<file path="config.mk">
export PLATFORM = sky130hd
export DESIGN_NAME = dmem_copy_engine
export DESIGN_NICKNAME = d
export VERILOG_FILES = /design/src/rtl/dmem_copy_engine.sv
export SDC_FILE = /design/constraint.sdc
export NUM_CORES = 1
export LEC_CHECK = 0
export ABC_CLOCK_PERIOD_IN_PS = 4800
export CELL_PAD_IN_SITES_DETAIL_PLACEMENT = 0
export CELL_PAD_IN_SITES_GLOBAL_PLACEMENT = 2
export CORE_AREA = 10 10 187 189
export CTS_CLUSTER_DIAMETER = 80
export CTS_CLUSTER_SIZE = 10
export DETAILED_ROUTE_END_ITERATION = 16
export DIE_AREA = 0 0 197 199
export PLACE_DENSITY = 0.92
export SYNTH_ARGS = -nofsm -noshare
export SYNTH_HDL_FRONTEND = slang
export SYNTH_SLANG_ARGS = --single-unit
</file>
<file path="constraint.sdc">
create_clock -name CLK -period 4.8 [get_ports CLK]
set_clock_uncertainty 0.05 [all_clocks]
set_input_delay 0.96 -clock CLK [delete_from_list [all_inputs] [get_ports CLK]]
set_output_delay 0.96 -clock CLK [all_outputs]
set_load 0.01 [all_outputs]
</file>
<file path="src/rtl/dmem_copy_engine.sv">
// Word-granular block-copy initiator for the single-port data memory.
// Copies LEN words SRC->DST one read/write pair at a time and sums the written words into CHK.
module dmem_copy_engine #(
  parameter int W  = 32,
  parameter int LW = 4
) (
  input  logic          CLK,
  input  logic          RST_N,
  input  logic          START,
  input  logic [W-1:0]  SRC,
  input  logic [W-1:0]  DST,
  input  logic [LW-1:0] LEN,
  output logic          BUSY,
  output logic          DONE,
  output logic [W-1:0]  CHK,
  output logic          MEM_WE,
  output logic [W-1:0]  MEM_A,
  output logic [W-1:0]  MEM_WD,
  input  logic [W-1:0]  MEM_RD
);

  typedef enum logic [1:0] {
    S_IDLE,
    S_RD,
    S_WR,
    S_FIN
  } state_t;

  state_t        state;
  logic [W-1:0]  src_q;
  logic [W-1:0]  dst_q;
  logic [W-1:0]  data_q;
  logic [LW-1:0] cnt_q;

  // The write-data port is the read buffer itself, so it holds in every state.
  assign MEM_WD = data_q;

  // Outputs are registered: each transition loads the values the next state presents.
  always_ff @(posedge CLK or negedge RST_N) begin
    if (!RST_N) begin
      state  <= S_IDLE;
      src_q  <= '0;
      dst_q  <= '0;
      cnt_q  <= '0;
      data_q <= '0;
      CHK    <= '0;
      BUSY   <= 1'b0;
      DONE   <= 1'b0;
      MEM_WE <= 1'b0;
      MEM_A  <= '0;
    end else begin
      case (state)
        S_IDLE: begin
          if (START) begin
            src_q <= SRC;
            dst_q <= DST;
            cnt_q <= LEN;
            CHK   <= '0;
            if (LEN != '0) begin
              state <= S_RD;
              BUSY  <= 1'b1;
              MEM_A <= SRC;
            end else begin
              state <= S_FIN;
              DONE  <= 1'b1;
            end
          end
        end
        S_RD: begin
          data_q <= MEM_RD;
          MEM_A  <= dst_q;
          MEM_WE <= 1'b1;
          state  <= S_WR;
        end
        S_WR: begin
          src_q  <= src_q + W'(1);
          dst_q  <= dst_q + W'(1);
          CHK    <= CHK + data_q;
          cnt_q  <= cnt_q - LW'(1);
          MEM_WE <= 1'b0;
          if (cnt_q == LW'(1)) begin
            state <= S_FIN;
            BUSY  <= 1'b0;
            DONE  <= 1'b1;
            MEM_A <= '0;
          end else begin
            state <= S_RD;
            MEM_A <= src_q + W'(1);
          end
        end
        S_FIN: begin
          DONE  <= 1'b0;
          state <= S_IDLE;
        end
        default: begin
          state <= S_IDLE;
        end
      endcase
    end
  end

endmodule
</file>
# After elaboration in Yosys (flattened, before gate mapping)
# Cells that the tools add are included.
# totals
ff_bits	169
in_bits	103
output_inout_bits	99
word_cells	57
# op_classes
addsub	4
n_eq_ne	8
mux	25
n_reduce_logical	10
# ops
cell	n
$mux W32	6
$pmux W32 S2	3
$pmux W32 S3	1
$add A32 B1 Y32 const B	2
$add A32 B32 Y32	1
$ne A2 B2 Y1 const B	4
$pmux W2 S4	1
$pmux W4 S2	1
$reduce_and A4 Y1	2
$mux W1	6
$mux W2	3
$reduce_bool A3 Y1	2
$eq A2 B2 Y1 const B	2
$eq A4 B1 Y1 const B	1
$mux W4	1
$pmux W1 S2	2
$reduce_bool A2 Y1	2
$reduce_bool A4 Y1	1
$sub A4 B1 Y4 const B	1
$pmux W1 S3	1
$reduce_and A3 Y1	1
$eq A2 B1 Y1 const B	1
$logic_not A2 Y1	1
$reduce_and A2 Y1	1

# Depth between registers and ports, before layout
# Gate-level depths: netlist (run 1).
# logic_depth
word_depth	4
ltp_mapped	11
ltp_nobuf	11

# Worst setup path after synthesis (run 1)
# No wires, ideal clock.
# synth_timing
path_kind	reg-to-reg
startpoint	register CHK[0]
endpoint	register CHK[28]
arrival_time_ns	2.602
slack_ns	2.022
path_stages_with_launch	12
path_buffers	0
period_less_slack_ns	2.778
cell_sequence	dfrtp_1 > ha_1 > inv_1 > fa_1 > nor2b_1 > o31ai_2 > a211oi_1 > a211o_2 > a31oi_4 > o31ai_4 > a211o_1 > a221o_1
# synth_between
elab_chain_len	2
# synth_lines
element	line_no	source
start: declaration	15	output logic [W-1:0] CHK,
start signal: assignment	78	CHK <= CHK + data_q;
$add A32 B32 Y32	78	
$pmux W32 S2	52	case (state)
# Every way passes these cells.
# A chain may end at the register's enable or synchronous reset.

# Worst setup path after layout (run 1)
# Same ends and word-level chain as after synthesis.

==> run summary, run 1 <==
Outcome -> complete, no violations
Main area contributors after synthesis -> dfrtp_1, o21ai_0, nand2_1
Hold buffer count at CTS -> 0
Setup TNS -> 0 ns
Count leader, synth -> nand2_1
Type of the worst setup path -> reg2reg
Slew Limit Fails -> 0
Post-synth ARST share -> 100%
FF+latch count, synth -> 169
First-pass DRT Iterations -> 5
Syn Std Cell Area -> 0.0104 mm^2
Via/cell ratio -> 5.39
Post-synth EDFFs -> 0
Comb power frac -> 58.6%
Post-Route WL -> 34.8 mm
Layout area overhead -> 28.2%
Share of the synthesized area in the top cell type -> 40.5%
Root buffer cell -> clkbuf_16
Number of global-route vias before repair -> 9598
DP Wirelength -> 25.1 mm
CTS tree -> done
VDD IR-drop max -> 0.392 mV
Initial Utilization -> 33.4%
Post-CTS Resized -> 0
Yosys warns -> 0
Ports -> 202
Worst-Margin Slew -> 1.01 ns
Power Dens Cells -> 795 mW/mm^2
DP Area -> 0.0128 mm^2
Diodes inserted -> 0
Top cells by instance count after synthesis -> nand2_1, dfrtp_1, o21ai_0, a21oi_1, nor2_1
Hold/Removal Path Class -> reg2reg
Synth area leader -> dfrtp_1
Synth Instances -> 1221
Largest net degree at the start of global routing -> 96
# clock sinks -> 169
Die Height -> 199 um
Sequential power share -> 27.4%
Leak pwr -> 5.34 nW
DR DRC count -> 0
Final setup vio count -> 0
Number of fill cells in the layout -> 3149
Post-CTS Setup Repair Bufs -> 0
Port Buffers -> 201
F_max -> 325 MHz
ANT nets after route -> 0
First-pass GRT wire length -> 54.6 mm
Unrepaired setup endpoints after global routing -> false
CP max FO -> 5
Total global-route track usage -> 17.7%
Rel. slew slack -> 32.8%
Fin. Hold Viols -> 0
Net switching power figure -> 0.00495 W
Final nets -> 1512
Initial DRC count -> 816
Clk_lat worst skew -> 0.43 ns
Synthesized area per cell -> 8.54 um^2
CTS H-Tree Depth -> 4
CP required -> 5.06 ns
Max Cap Violations -> 0
Post-synth cell types -> 67
Share of layout cells above drive strength 1 -> 6.88%
Critical path capture point type -> flip-flop
Num CTS Buffers -> 17
Wire per inst -> 19.5 um
Overflow after GRT -> 0
Post-layout min period -> 3.08 ns
Internal power contribution -> 0.00568 W
Final Cycle Share -> 64.1%
Dominant synthesized flop cell -> dfrtp_1
Syn nets -> 1364
Placer Congestion -> 0.855
Sequential fraction of the synthesis area -> 40.5%
Arrival @ worst endpoint -> 3.34 ns
Die X -> 197 um
Worst setup SP type -> flip-flop
Std cell rows -> 65
Total core area -> 0.0312 mm^2
Clk slew on worst S/H paths -> 0.07 ns
Finished Cell Area -> 0.0134 mm^2
Initial antenna violation count -> 2
Clk buf depth -> 2
Clock share of power -> 14.0%
DR vias -> 9610
Die area -> 0.0392 mm^2
Net Sw Frac -> 46.5%
==> cell families after synthesis <==
logic type | Yosys count | share of synthesized area [%]
and+or+nand+nor | 395 | 17.2
muxes | 55 | 5.66
adders and majority gates | 40 | 4.87
AOI/OAI and AO/OA | 407 | 23.6
DFF | 169 | 40.5
xor gates and xnor gates | 52 | 4.37
buffers and inverters | 103 | 3.77
==> stage by stage <==
step	hold slack, ns	setup slack [ns]	total power (W)	cells	utilization (%)
3_5_place_dp	0.421	1.30	0.00918	1752	40.9
4_1_cts	0.436	1.72	0.0107	1783	42.8
2_1_floorplan	0.420	2.02	0.00695	1221	-
5_1_grt	0.449	1.52	0.0116	1783	42.8
6_report	0.430	1.72	0.0106	1783	42.8
3_3_place_gp	0.412	1.45	0.00908	1752	40.9
==> power by group through the flow <==
stage | logic, W | clock network [W] | registers (W)
after global routing | 0.00696 | 0.00158 | 0.00302
final | 0.00623 | 0.00148 | 0.00291
after global placement | 0.00618 | 0 | 0.00290
after floorplan | 0.00407 | 0 | 0.00288
after detailed placement | 0.00625 | 0 | 0.00293
after CTS | 0.00629 | 0.00152 | 0.00291
==> worst paths after layout <==
kind | start | end | slack, ns | depth (start not counted)
max | CHK[0] | CHK[28] | 1.72 | 11
min | MEM_A[14] | MEM_A[14] | 0.43 | 2
max reg2reg | CHK[0] | CHK[28] | 1.72 | 11
min reg2reg | MEM_A[14] | MEM_A[14] | 0.43 | 2
max in group asynchronous | RST_N | MEM_WD[26] | 3.14 | 2
min in group asynchronous | RST_N | MEM_A[2] | 0.59 | 1
==> sequential cells by signal, summed over array words and instances, names as in the netlist <==
register	flops
src_q	32
CHK	32
dst_q	32
DONE	1
BUSY	1
MEM_WE	1
state	2
MEM_A	32
cnt_q	4
MEM_WD	32
==> per-layer routing <==
layer	track usage (%)	part of all wire [%]	wire length [um]	vias to the layer above
li1	-	-	-	4724
met1	21.6	44	15200	4616
met2	30.0	49	17000	235
met3	5.05	5.9	2050	31
met4	4.22	1.4	489	4
met5	0	0.078	27	-
==> layout by cell type, fill, tap and decap left out, types with 8 or more instances in the layout <==
cell type	netlist	final
nand2b_1	9	9
clkbuf_16	0	17
o22ai_1	35	35
inv_1	21	21
a21o_1	17	16
o21ai_1	10	9
a211oi_1	8	8
xor2_1	24	24
a21oi_1	109	109
o211ai_1	28	28
xnor2_1	28	28
dfrtp_1	169	169
nand3_1	55	55
nand4_1	20	20
nor3_1	17	17
o21ai_0	131	131
clkdlybuf4s50_1	0	200
mux2i_1	23	23
a31oi_1	11	11
ha_1	39	36
and3_1	15	15
nand2_1	171	171
mux2_2	32	32
nor2_1	79	79
==> worst max-delay path: stages (launching register included) <==
cell      delay [ns]
dfrtp_1         0.41
ha_1            0.26
inv_1           0.08
fa_1            0.20
nor2b_1         0.07
o31ai_2         0.37
a211oi_1        0.15
a211o_2         0.34
a31oi_4         0.28
o31ai_4         0.14
a211o_1         0.28
a221o_1         0.34
==> layout make-up <==
type                            instances  area (um^2)  share of cell area [%]
Clock buffer                           22          474                    3.55
Clock inverter                          9          139                    1.04
Inverter                               22         82.6                   0.617
Multi-Input combinational cell        949         5840                    43.7
Sequential cell                       169         4230                    31.6
Tap cell                              402          503                    3.76
Timing Repair Buffer                  210         2110                    15.7
Note: power is estimated with default switching activity, not from simulation.
==> inputs of run 2 (changes only) <==
==> config.mk (replaced) <==
export PLATFORM = sky130hd
export DESIGN_NAME = dmem_copy_engine
export DESIGN_NICKNAME = d
export VERILOG_FILES = /design/src/rtl/dmem_copy_engine.sv
export SDC_FILE = /design/constraint.sdc
export NUM_CORES = 1
export LEC_CHECK = 0
export ABC_CLOCK_PERIOD_IN_PS = 3200
export CELL_PAD_IN_SITES_DETAIL_PLACEMENT = 0
export CELL_PAD_IN_SITES_GLOBAL_PLACEMENT = 2
export CORE_AREA = 10 10 195 197
export CTS_CLUSTER_DIAMETER = 80
export CTS_CLUSTER_SIZE = 10
export DETAILED_ROUTE_END_ITERATION = 16
export DIE_AREA = 0 0 205 207
export PLACE_DENSITY = 0.85
export SYNTH_ARGS = -nofsm -noshare
export SYNTH_HDL_FRONTEND = slang
export SYNTH_SLANG_ARGS = --single-unit
==> constraint.sdc (replaced) <==
create_clock -name CLK -period 3.2 [get_ports CLK]
set_clock_uncertainty 0.05 [all_clocks]
set_input_delay 0.64 -clock CLK [delete_from_list [all_inputs] [get_ports CLK]]
set_output_delay 0.64 -clock CLK [all_outputs]
set_load 0.01 [all_outputs]
==> run 2 against run 1 <==
  * Maximum frequency is 5.0% higher
  * Non-clock buffer count is 21 higher
  * Clock power is 41% higher
  * Die area is 8.2% higher
  * First-iteration DRC count is 30% lower
  * Sequential share of layout area is 0.55 points lower
  * Via count is 0.91% higher
  * Register-to-register slack worse by 1.5 ns
  * Design area is 1.8% higher
  * Total power is 52% higher
  * Critical path type unchanged
  * Largest cell class unchanged
==> run summary, run 2 (same netlist as run 1, synthesis figures left out) <==
Outcome -> complete, no violations
Max incr delay on CP -> 0.41 ns
ANT nets after route -> 0
Leading cell type in the layout, fill and taps excluded -> clkdlybuf4s50_1
Die X -> 205 um
CTS H-Tree Depth -> 4
Setup TNS -> 0 ns
Placer Congestion -> 0.903
Total global-route track usage -> 17.1%
Largest net degree at the start of global routing -> 67
Worst setup SP type -> flip-flop
Final Cycle Share -> 91.6%
DP Area -> 0.0130 mm^2
Worst-path cell chain -> ha_1 > inv_1 > fa_1 > nor2b_1 > o31ai_2 > buf_4 > a211oi_1 > o21ai_1 > a21oi_1 > o41ai_2 > or4_1 > nand3_1
CP required -> 3.54 ns
Hold buffer count at CTS -> 0
Finished Cell Area -> 0.0136 mm^2
Worst-Margin Slew -> 0.749 ns
Initial Utilization -> 30.6%
Total power -> 0.0162 W
CP max FO -> 4
DR DRC count -> 0
Share of layout cells above drive strength 1 -> 8.48%
VDD IR-drop max -> 0.626 mV
# clock sinks -> 169
Arrival @ worst endpoint -> 3.27 ns
Initial DRC count -> 570
Worst path buffer plus inverter count -> 2
Worst path slowest cell -> or4_1
Critical path capture point type -> flip-flop
Leak pwr -> 5.44 nW
Post-Route WL -> 36.8 mm
Std cell rows -> 68
Power Dens Cells -> 1190 mW/mm^2
Layout area overhead -> 30.5%
Clk_lat worst skew -> 0.45 ns
Post-layout min period -> 2.93 ns
Slew Limit Fails -> 0
Utilization after layout -> 39.9%
First-pass GRT wire length -> 57.0 mm
Clk buf depth -> 2
Max Cap Violations -> 0
Die Height -> 207 um
Number of global-route vias before repair -> 9709
F_max -> 341 MHz
DP Wirelength -> 27.3 mm
Clk slew on worst S/H paths -> 0.07 ns
Overflow after GRT -> 0
Rel. slew slack -> 50.1%
Commonest non-fill, non-tap cells in the layout -> clkdlybuf4s50_1, nand2_1, dfrtp_1
Type of the worst setup path -> reg2reg
Total core area -> 0.0341 mm^2
Final setup vio count -> 0
Final nets -> 1533
Wire per inst -> 19.8 um
Family with the most delay on the worst path -> compound AO/OA/AOI/OAI gates
Hold/Removal Path Class -> in2async
DR vias -> 9697
Worst Reg-to-Reg Cells -> 12
Num CTS Buffers -> 17
Port Buffers -> 201
Root buffer cell -> clkbuf_16
First-pass DRT Iterations -> 5
Ports -> 202
Initial antenna violation count -> 1
Fin. Hold Viols -> 0
Die area -> 0.0424 mm^2
Via/cell ratio -> 5.22
Worst path depth -> 12
CTS tree -> done
-- run 2: cell types whose count changed in the layout (fill, tap and decap cells not counted), sizes merged --
cell,previous run,this run
diode,0,1
clkinvlp,3,4
clkinv,1,4
bufinv,3,1
inv,24,23
buf,10,31
-- run 2: worst register-to-register path, delay by kind of cell (launching register included) --
kind / cells / cell delay, ns
adder cells (fa/ha/maj): 2 / 0.62
AO/OA/AOI/OAI: 5 / 0.91
AND/OR/NAND/NOR: 3 / 0.68
flip-flops: 1 / 0.38
buffers and inverters: 2 / 0.23
-- run 2: where the power goes --
part           total, W  internal [W]  switching (W)
Combinational   0.00974       0.00420        0.00554
Sequential      0.00437       0.00323        0.00114
Clock           0.00209       0.00115       0.000939
Total            0.0162       0.00859        0.00761
-- run 2: per-stage QoR --
step	hold WS (ns)	setup slack [ns]	std cells
after detailed placement	0.415	0.307	1826
after CTS	0.157	0.276	1858
after global routing	0.184	-0.0168	1858
after floorplan	0.294	0.422	1221
after global placement	0.412	0.322	1826
final	0.143	0.269	1859
-- run 2: final timing paths --
| check | start | end | slack [ns] |
|---|---|---|---|
| setup / recovery | CHK[0] | CHK[16] | 0.27 |
| hold / removal | RST_N | MEM_A[23] | 0.14 |
| setup reg to reg | CHK[0] | CHK[16] | 0.27 |
| hold reg to reg | MEM_A[19] | MEM_A[19] | 0.43 |
| max in group asynchronous | RST_N | CHK[12] | 2.16 |
| min in group CLK | MEM_A[19] | MEM_A[19] | 0.43 |
-- run 2: per-layer routing --
metal	share of wire (%)	track usage, %	wire length, um	vias up
met2	47	27.5	17400	273
met3	7.3	5.34	2690	40
met1	43	21.0	15800	4623
met5	0	0	0	-
met4	2.5	5.86	929	0
li1	-	-	-	4761
-- run 2: cell type report --
type                            instances  area [um^2]
Antenna cell                            1         2.50
Fill cell                            3471        20500
Timing Repair Buffer                  231         2300
Clock buffer                           22          484
Multi-Input combinational cell        949         5850
Tap cell                              455          569
Clock inverter                         10         92.6
Sequential cell                       169         4230
Inverter                               22         82.6
-- run 2: repair_timing --
| action | CTS | global route |
|---|---|---|
| setup endpoints to repair | 0 | 2 |
| setup buffers | 0 | 0 |
| gates resized for setup | 0 | 1 |
==> inputs of run 3 (changes only) <==
--- a/config.mk
+++ b/config.mk
@@ -9,7 +9,7 @@
 export CELL_PAD_IN_SITES_DETAIL_PLACEMENT = 0
 export CELL_PAD_IN_SITES_GLOBAL_PLACEMENT = 2
 export CORE_AREA = 10 10 195 197
-export CTS_CLUSTER_DIAMETER = 80
+export CTS_CLUSTER_DIAMETER = 100
 export CTS_CLUSTER_SIZE = 10
 export DETAILED_ROUTE_END_ITERATION = 16
 export DIE_AREA = 0 0 205 207
==> results of run 3 <==
The final DEF is identical to that of run 2; final timing and power are the same.
